File: config.mk
export PLATFORM = sky130hd
export DESIGN_NAME = multicycle_control
export DESIGN_NICKNAME = d
export VERILOG_FILES = /design/src/rtl/multicycle_control.sv
export SDC_FILE = /design/constraint.sdc
export NUM_CORES = 1
export LEC_CHECK = 0
export ABC_AREA = 0
export BUFFER_PORTS_ARGS = -buffer_cell sky130_fd_sc_hd__buf_4
export CAP_MARGIN = 20
export CORE_MARGIN = 1
export CORE_UTILIZATION = 40
export CTS_CLUSTER_DIAMETER = 80
export DETAILED_ROUTE_END_ITERATION = 6
export GPL_ROUTABILITY_DRIVEN = 0
export MAX_ROUTING_LAYER = met4
export PLACE_DENSITY = 0.76
export SYNTH_ARGS = -nofsm -noshare
export SYNTH_HDL_FRONTEND = slang
export SYNTH_SLANG_ARGS = --single-unit
File: constraint.sdc
create_clock -name clk -period 1.6 [get_ports clk]
set_input_delay 0.08 -clock clk [delete_from_list [all_inputs] [get_ports clk]]
set_output_delay 0.08 -clock clk [all_outputs]
set_load 0.01 [all_outputs]
File: src/rtl/multicycle_control.sv
`default_nettype none
// ============================================================================
// Module      : multicycle_control
// Description : Moore control FSM for a multicycle RV32I subset datapath
//               (lw, sw, R-type, I-type ALU, beq, jal). Sequences one shared
//               memory port and one ALU through fetch/decode/execute/writeback
//               and decodes the ALU operation from funct3/funct7.
// Revision    : 1.0 - initial release
// ============================================================================
module multicycle_control (
    input  logic       clk,
    input  logic       reset,
    input  logic [6:0] op,
    input  logic [2:0] funct3,
    input  logic       funct7,
    input  logic       Zero,
    output logic       PCWrite,
    output logic       AdrSrc,
    output logic       MemWrite,
    output logic       IRWrite,
    output logic [1:0] ResultSrc,
    output logic [2:0] ALUControl,
    output logic [1:0] ALUSrcA,
    output logic [1:0] ALUSrcB,
    output logic [1:0] ImmSrc,
    output logic       RegWrite,
    output logic [3:0] state
);

    localparam logic [6:0] c_OP_LW   = 7'h03;
    localparam logic [6:0] c_OP_SW   = 7'h23;
    localparam logic [6:0] c_OP_R    = 7'h33;
    localparam logic [6:0] c_OP_I    = 7'h13;
    localparam logic [6:0] c_OP_JAL  = 7'h6F;
    localparam logic [6:0] c_OP_BEQ  = 7'h63;

    typedef enum logic [3:0] {
        S_FETCH    = 4'd0,
        S_DECODE   = 4'd1,
        S_MEMADR   = 4'd2,
        S_MEMREAD  = 4'd3,
        S_MEMWB    = 4'd4,
        S_MEMWRITE = 4'd5,
        S_EXECUTER = 4'd6,
        S_ALUWB    = 4'd7,
        S_EXECUTEI = 4'd8,
        S_JAL      = 4'd9,
        S_BEQ      = 4'd10
    } state_t;

    state_t     r_state;
    state_t     w_next;
    logic       w_pcupdate;
    logic       w_branch;
    logic       w_irwrite;
    logic       w_memwrite;
    logic       w_regwrite;
    logic [1:0] w_aluop;

    // State register; reset snaps straight back to FETCH, even mid-instruction
    always_ff @(posedge clk or posedge reset) begin
        if (reset) r_state <= S_FETCH;
        else       r_state <= w_next;
    end

    // Next-state logic; unknown opcodes and unused encodings fall back to FETCH
    always_comb begin
        w_next = S_FETCH;
        case (r_state)
            S_FETCH:    w_next = S_DECODE;
            S_DECODE: begin
                case (op)
                    c_OP_LW, c_OP_SW: w_next = S_MEMADR;
                    c_OP_R:           w_next = S_EXECUTER;
                    c_OP_I:           w_next = S_EXECUTEI;
                    c_OP_JAL:         w_next = S_JAL;
                    c_OP_BEQ:         w_next = S_BEQ;
                    default:          w_next = S_FETCH;
                endcase
            end
            S_MEMADR:   w_next = (op == c_OP_LW) ? S_MEMREAD : S_MEMWRITE;
            S_MEMREAD:  w_next = S_MEMWB;
            S_EXECUTER: w_next = S_ALUWB;
            S_EXECUTEI: w_next = S_ALUWB;
            S_JAL:      w_next = S_ALUWB;
            default:    w_next = S_FETCH;
        endcase
    end

    // Moore outputs per state; anything not driven in a state stays 0
    always_comb begin
        w_pcupdate = 1'b0;
        w_branch   = 1'b0;
        w_irwrite  = 1'b0;
        w_memwrite = 1'b0;
        w_regwrite = 1'b0;
        w_aluop    = 2'b00;
        AdrSrc     = 1'b0;
        ResultSrc  = 2'b00;
        ALUSrcA    = 2'b00;
        ALUSrcB    = 2'b00;
        case (r_state)
            S_FETCH: begin
                w_irwrite  = 1'b1;
                w_pcupdate = 1'b1;
                ALUSrcB    = 2'b10;
                ResultSrc  = 2'b10;
            end
            S_DECODE: begin
                // OldPC + immediate: branch target ready before BEQ compares
                ALUSrcA = 2'b01;
                ALUSrcB = 2'b01;
            end
            S_MEMADR: begin
                ALUSrcA = 2'b10;
                ALUSrcB = 2'b01;
            end
            S_MEMREAD: begin
                AdrSrc = 1'b1;
            end
            S_MEMWB: begin
                ResultSrc  = 2'b01;
                w_regwrite = 1'b1;
            end
            S_MEMWRITE: begin
                AdrSrc     = 1'b1;
                w_memwrite = 1'b1;
            end
            S_EXECUTER: begin
                ALUSrcA = 2'b10;
                w_aluop = 2'b10;
            end
            S_ALUWB: begin
                w_regwrite = 1'b1;
            end
            S_EXECUTEI: begin
                ALUSrcA = 2'b10;
                ALUSrcB = 2'b01;
                w_aluop = 2'b10;
            end
            S_JAL: begin
                // Link value OldPC + 4 computed while PC takes the jump target
                ALUSrcA    = 2'b01;
                ALUSrcB    = 2'b10;
                w_pcupdate = 1'b1;
            end
            S_BEQ: begin
                ALUSrcA  = 2'b10;
                w_aluop  = 2'b01;
                w_branch = 1'b1;
            end
            default: begin
                w_pcupdate = 1'b0;
            end
        endcase
    end

    // ALU decoder shared with the single-cycle control encoding
    always_comb begin
        ALUControl = 3'b000;
        case (w_aluop)
            2'b00: ALUControl = 3'b000;
            2'b01: ALUControl = 3'b001;
            default: begin
                case (funct3)
                    3'b000:  ALUControl = (op[5] & funct7) ? 3'b001 : 3'b000;
                    3'b010:  ALUControl = 3'b101;
                    3'b110:  ALUControl = 3'b011;
                    3'b111:  ALUControl = 3'b010;
                    default: ALUControl = 3'b000;
                endcase
            end
        endcase
    end

    // Immediate format depends only on the opcode, in every state
    always_comb begin
        ImmSrc = 2'b00;
        case (op)
            c_OP_SW:  ImmSrc = 2'b01;
            c_OP_BEQ: ImmSrc = 2'b10;
            c_OP_JAL: ImmSrc = 2'b11;
            default:  ImmSrc = 2'b00;
        endcase
    end

    // Write enables are suppressed while reset is held; state is FETCH then,
    // so every other output already shows its FETCH value
    assign PCWrite  = (w_pcupdate | (w_branch & Zero)) & ~reset;
    assign IRWrite  = w_irwrite  & ~reset;
    assign MemWrite = w_memwrite & ~reset;
    assign RegWrite = w_regwrite & ~reset;
    assign state    = r_state;

endmodule
`default_nettype wire
==> results of run 1 <==
cell families (layout without fill, tap and decap cells):
| group | Yosys count | in the layout |
|---|---|---|
| and+or+nand+nor | 41 | 41 |
| AOI/OAI and AO/OA | 17 | 17 |
| buffers and inverters | 8 | 46 |
| DFF | 4 | 4 |
| xor gates and xnor gates | 3 | 3 |
layer usage:
layer / GRT usage, % / routed length [um]
met1: 26.6 / 692
met2: 44.5 / 851
met3: 3.49 / 93
met4: 15.5 / 38
met5: - / 0
power breakdown:
group | switching [uW] | total [uW] | internal [uW]
Sequential | 56.6 | 180 | 123
Clock | 46.0 | 130 | 84.2
Combinational | 230 | 496 | 266
Total | 333 | 806 | 474
metrics by stage:
stage	cells	util (%)	setup slack (ps)	total power [uW]	hold slack, ps
after detailed placement	117	67.1	182	654	5.98
after global routing	125	73.4	21.6	861	148
after floorplan	73	-	178	417	-146
after global placement	117	67.1	201	646	9.54
final	125	73.4	69.6	806	126
after CTS	121	70.2	51.9	789	125
placed cells by master, fill, tap and decap left out, types with 2 or more instances in the layout:
| cell | count |
|---|---|
| buf_4 | 38 |
| nor2_1 | 9 |
| nand2_1 | 6 |
| nor3_1 | 5 |
| inv_1 | 4 |
| dfrtp_2 | 4 |
| and3b_1 | 3 |
| a21oi_1 | 3 |
| clkbuf_4 | 3 |
| nand2b_1 | 2 |
| xnor2_1 | 2 |
| nand4b_1 | 2 |
| nor2b_1 | 2 |
| a211oi_1 | 2 |
| a21boi_0 | 2 |
| nor4_1 | 2 |
final timing paths:
check,endpoint,slack (ps),from
max in group asynchronous,state[0],1100,reset
min in group asynchronous,state[2],320,reset
hold / removal,state[3],130,op[1]
hold reg to reg,state[2],730,state[3]
setup reg to reg,state[3],330,state[3]
setup / recovery,IRWrite,70,state[1]
critical path: stages, from the launching register on:
cell and delay, ps:
dfrtp_2 470, inv_1 170, nand2_1 160, nor4_1 230, buf_4 180
final cells by class:
| type | count | share of cell area, % |
|---|---|---|
| inverters | 4 | 1.75 |
| multi-input cells | 61 | 47.0 |
| clock buffers | 3 | 2.62 |
| flip-flops and latches | 4 | 12.2 |
| repair buffers | 39 | 34.4 |
| well taps | 14 | 2.04 |
repair_timing:
item / in CTS / in global routing
hold endpoints to repair: 4 / 0
buffers inserted: 0 / 4
resized for setup: 3 / 2
setup endpoints to repair: 2 / 4
hold buffers: 1 / 0
==> results by group, run 1 <==
Status
  • Status: finished, final reports clean

Hold path
  • HP Class: input pin to register
  • Hold depth: 3

STA
  • Final worst path period need: 1530 ps
  • Max-slew violation count: 0
  • Max Clock Skew: 5.09 ps
  • Slew headroom: between 80 and 90%
  • Tightest Pin Transition: 283 ps
  • Max Fclk: 653 MHz
  • RSZ-0062 raised after global routing: false
  • Fin crit share: between 90% and 100%
  • Final TNS setup: 0 ps
  • # setup viols final: 0
  • Final hold vios: 0

Worst setup path
  • Setup CP Type: register to output port
  • CP Max Fanout: 12
  • Worst Path Required: 1520 ps
  • CP Capture Type: output port
  • Reg2reg path depth: 2
  • Worst Path Arrival: 1450 ps
  • Startpoint types: register

Synth
  • Post-Synth XOR/XNOR Area: 4.98%
  • Asr flop ratio synth: 100%
  • Post-synthesis mux area share: 0%
  • Mapped Area: 528 um^2
  • Post-synth EDFFs: 0
  • Post-synthesis sequential area ratio: a little under a fifth
  • Post-synth top cells: 9 x nor2_1, 6 x nand2_1, 5 x nor3_1
  • Flop and latch count out of synthesis: 4
  • Top-count cell post-synth: nor2_1
  • Ys flop type: dfrtp_1
  • Synth unique cells: 35
  • Synth top area cells: dfrtp_1 19%, nor2_1 6.4%, and3b_1 5.0%, nor3_1 4.7%, nand2_1 4.3%
  • Mapped Cells: 73
  • Avg Cell Area, Syn: 7.23 um^2
  • Yosys warns: 0
  • Post-Synth Simple-Gate Area: 45.3%
  • Area leader, netlist: dfrtp_1
  • Syn_nets: 87
  • Area fraction of the dominant cell type after synthesis: 19.0%
  • Adder-cell share of the synthesized area: 0%
  • Largest family of logic cells by synthesized area: simple AND/OR/NAND/NOR gates
  • Synth Area in Compound Gates: 25.1%

Layout
  • Layout cells sized above 1: 45.0%
  • Ant. Diodes: 0
  • Nets: 127
  • Finished Cell Area: 860 um^2
  • FF+latch area: 105 um^2
  • Max FFs per register: 4
  • Fill count: 96
  • Area growth syn-to-layout: 62.8%
  • Multi-input combinational cell area: 404 um^2

Clock network
  • Worst-Skew Late Latency: 240 ps
  • H-Tree Depth: 1
  • Worst-path clk slew: 40 ps
  • CTS Sinks: 4
  • Clock buffer depth: 2
  • Inserted Clock Buffers: 3
  • Clock root buffer: clkbuf_4
  • CTS tree: built

Floorplanning
  • Top Ports: 34
  • Die W: ~38 um
  • Initial core utilization: between 40% and 50%
  • Core ar.: 1170 um^2
  • Row count: 12
  • Die Y: 38.3 um
  • Die Area: between 1000 and 1500 um^2

Detailed routing
  • Vias: 725
  • DR vias/cell: 5.80
  • DR iter-0 viols: 9
  • DRC Markers: 0
  • 1st-pass router iterations: 4
  • Routed Antenna Nets: 0
  • DRT Wirelength: 1680 um
  • Routed WL per cell: 13.4 um

Pwr
  • Peak supply drop: between 400 and 500 uV
  • PwrDens: 938 nW/um^2
  • Static Leak: 0.000418 uW

Global routing
  • First-pass GRT wire length: 2480 um
  • Gr usage total: 25.3%
  • Antenna violations before repair: 0
  • Largest net degree at the start of global routing: 16
  • Global route overflow: 0
  • Number of global-route vias before repair: 602

Placed design
  • Placed Area: 786 um^2
  • I/O Buffers: 33
  • Dpl hpwl: 1210 um

Flow run
  • Max Cap Viol: 0
Note: power is estimated with default switching activity, not from simulation.
==> run 2, diff against run 1 <==
--- a/config.mk
+++ b/config.mk
@@ -14,7 +14,7 @@
 export DETAILED_ROUTE_END_ITERATION = 6
 export GPL_ROUTABILITY_DRIVEN = 0
 export MAX_ROUTING_LAYER = met4
-export PLACE_DENSITY = 0.76
+export PLACE_DENSITY = 0.86
 export SYNTH_ARGS = -nofsm -noshare
 export SYNTH_HDL_FRONTEND = slang
 export SYNTH_SLANG_ARGS = --single-unit
==> run 2 against run 1 <==
Effect of this change: sequential power hardly changed; register-to-register slack barely moved; cell count is 3.2% lower; largest power group unchanged.
==> results by group, run 2 (synthesis gave the netlist of run 1 again) <==
Layout
  • Max FFs per register: 4
  • Multi-input combinational cell area: 412 um^2
  • Layout cells sized above 1: 43.9%
  • Finished Cell Area: about 840 um^2
  • Nets: 123
  • Commonest non-fill, non-tap cell in the layout: buf_4
  • Most frequent cells in the layout: 34 x buf_4, 9 x nor2_1, 6 x nand2_1
  • FF+latch area: 105 um^2
  • Area growth syn-to-layout: 58.5%
  • Ant. Diodes: 0
  • Fill count: approximately 110

Placed design
  • Placed Area: 786 um^2
  • I/O Buffers: 33
  • Dpl hpwl: 1250 um

Floorplanning
  • Top Ports: 34
  • Core ar.: 1170 um^2
  • Die Y: 38.3 um
  • Initial core utilization: 45.1%
  • Row count: 12
  • Die Area: 1470 um^2
  • Die W: 38.3 um

Detailed routing
  • Routed Antenna Nets: 0
  • Vias: between 600 and 700
  • Routed WL per cell: roughly 14 um
  • 1st-pass router iterations: 4
  • DRT Wirelength: 1680 um
  • DR vias/cell: 5.73
  • DRC Markers: 0
  • DR iter-0 viols: 19

STA
  • Max Fclk: 652 MHz
  • # setup viols final: 0
  • Final worst path period need: 1530 ps
  • Max Clock Skew: 3.39 ps
  • Final TNS setup: 0 ps
  • Max-slew violation count: 0
  • Tightest Pin Transition: 316 ps
  • Slew headroom: about four fifths
  • Fin crit share: 95.8%
  • RSZ-0062 raised after global routing: false
  • Final hold vios: 0

Status
  • Status: finished, final reports clean

Worst setup path
  • Reg2reg path depth: 3
  • CP Launch Point: state[1]
  • R2R Path End: state[1]
  • CP Capture Type: output port
  • Setup CP Type: register to output port
  • CP Max Fanout: 12
  • Critical Path Sink: PCWrite
  • Startpoint types: register
  • R2R Setup Slk: 320 ps
  • Reg-to-Reg Start: state[3]
  • Worst Path Required: 1520 ps
  • Worst Path Arrival: 1450 ps

Global routing
  • First-pass GRT wire length: about 2500 um
  • Global route overflow: 0
  • Number of global-route vias before repair: approximately 600
  • Largest net degree at the start of global routing: 16
  • Antenna violations before repair: 0
  • Gr usage total: 25.6%

Clock network
  • Worst-path clk slew: ~40 ps
  • CTS Sinks: 4
  • CTS tree: built
  • Clock buffer depth: 2
  • H-Tree Depth: 1
  • Clock root buffer: clkbuf_4
  • Inserted Clock Buffers: 3
  • Worst-Skew Late Latency: 240 ps

Flow run
  • Max Cap Viol: 0

Pwr
  • Static Leak: between 0.0003 and 0.0004 uW
  • PwrDens: 962 nW/um^2
  • Peak supply drop: 926 uV
  • Pwr Total: 805 uW

Hold path
  • HP Class: input pin to register
==> run 2: layout make-up <==
cell class / count / share of cell area, %
inverter: 4 / 1.79
clock buffer: 3 / 2.69
timing repair buffer: 35 / 31.7
multi-input combinational: 61 / 49.2
tap: 14 / 2.09
sequential: 4 / 12.6
==> run 2: worst min path at each step <==
stage,from,endpoint,slack [ps],cells past startpoint
after floorplan,reset,state[0],-150,1
after global placement,reset,state[2],9,2
after detailed placement,reset,state[0],10,2
after CTS,op[1],state[3],130,3
after global routing,op[1],state[3],120,3
final,op[1],state[3],130,3
==> run 2: worst max-delay path: stages (launching register included) <==
cell	delay [ps]
dfrtp_2	480
nor2b_1	190
and3_1	190
o211a_1	210
buf_4	140
==> run 2: metal layers <==
metal  GRT usage [%]  part of all wire [%]  vias up
met1            28.5                    39      307
met2            44.5                    51       41
met4            12.9                   1.2        0
met3            3.49                   8.9        2
met5               -                     0        -
li1                -                     -      343
==> run 2: through the flow <==
step / util (%) / std cells / hold slack, ps / worst slack [ps]
2_1_floorplan: - / 73 / -146 / 178
3_3_place_gp: 67.1 / 117 / 9.19 / 209
3_5_place_dp: 67.1 / 117 / 12.0 / 138
4_1_cts: 70.1 / 121 / 126 / 3.05
5_1_grt: 71.5 / 121 / 120 / 4.62
6_report: 71.5 / 121 / 131 / 67.1
==> run 2: power breakdown <==
group | switching (uW) | total [uW] | internal, uW
logic | 235 | 499 | 264
clock network | 43.8 | 128 | 84.1
registers | 55.3 | 178 | 123
total | 334 | 805 | 471
==> run 2: what timing repair did <==
item                       in CTS  in global routing
setup endpoints to repair       3                  7
hold endpoints to repair        4                  0
setup buffers                   0                  0
hold buffers                    1                  0
gates resized for setup         2                  4
pin swaps                       0                  0
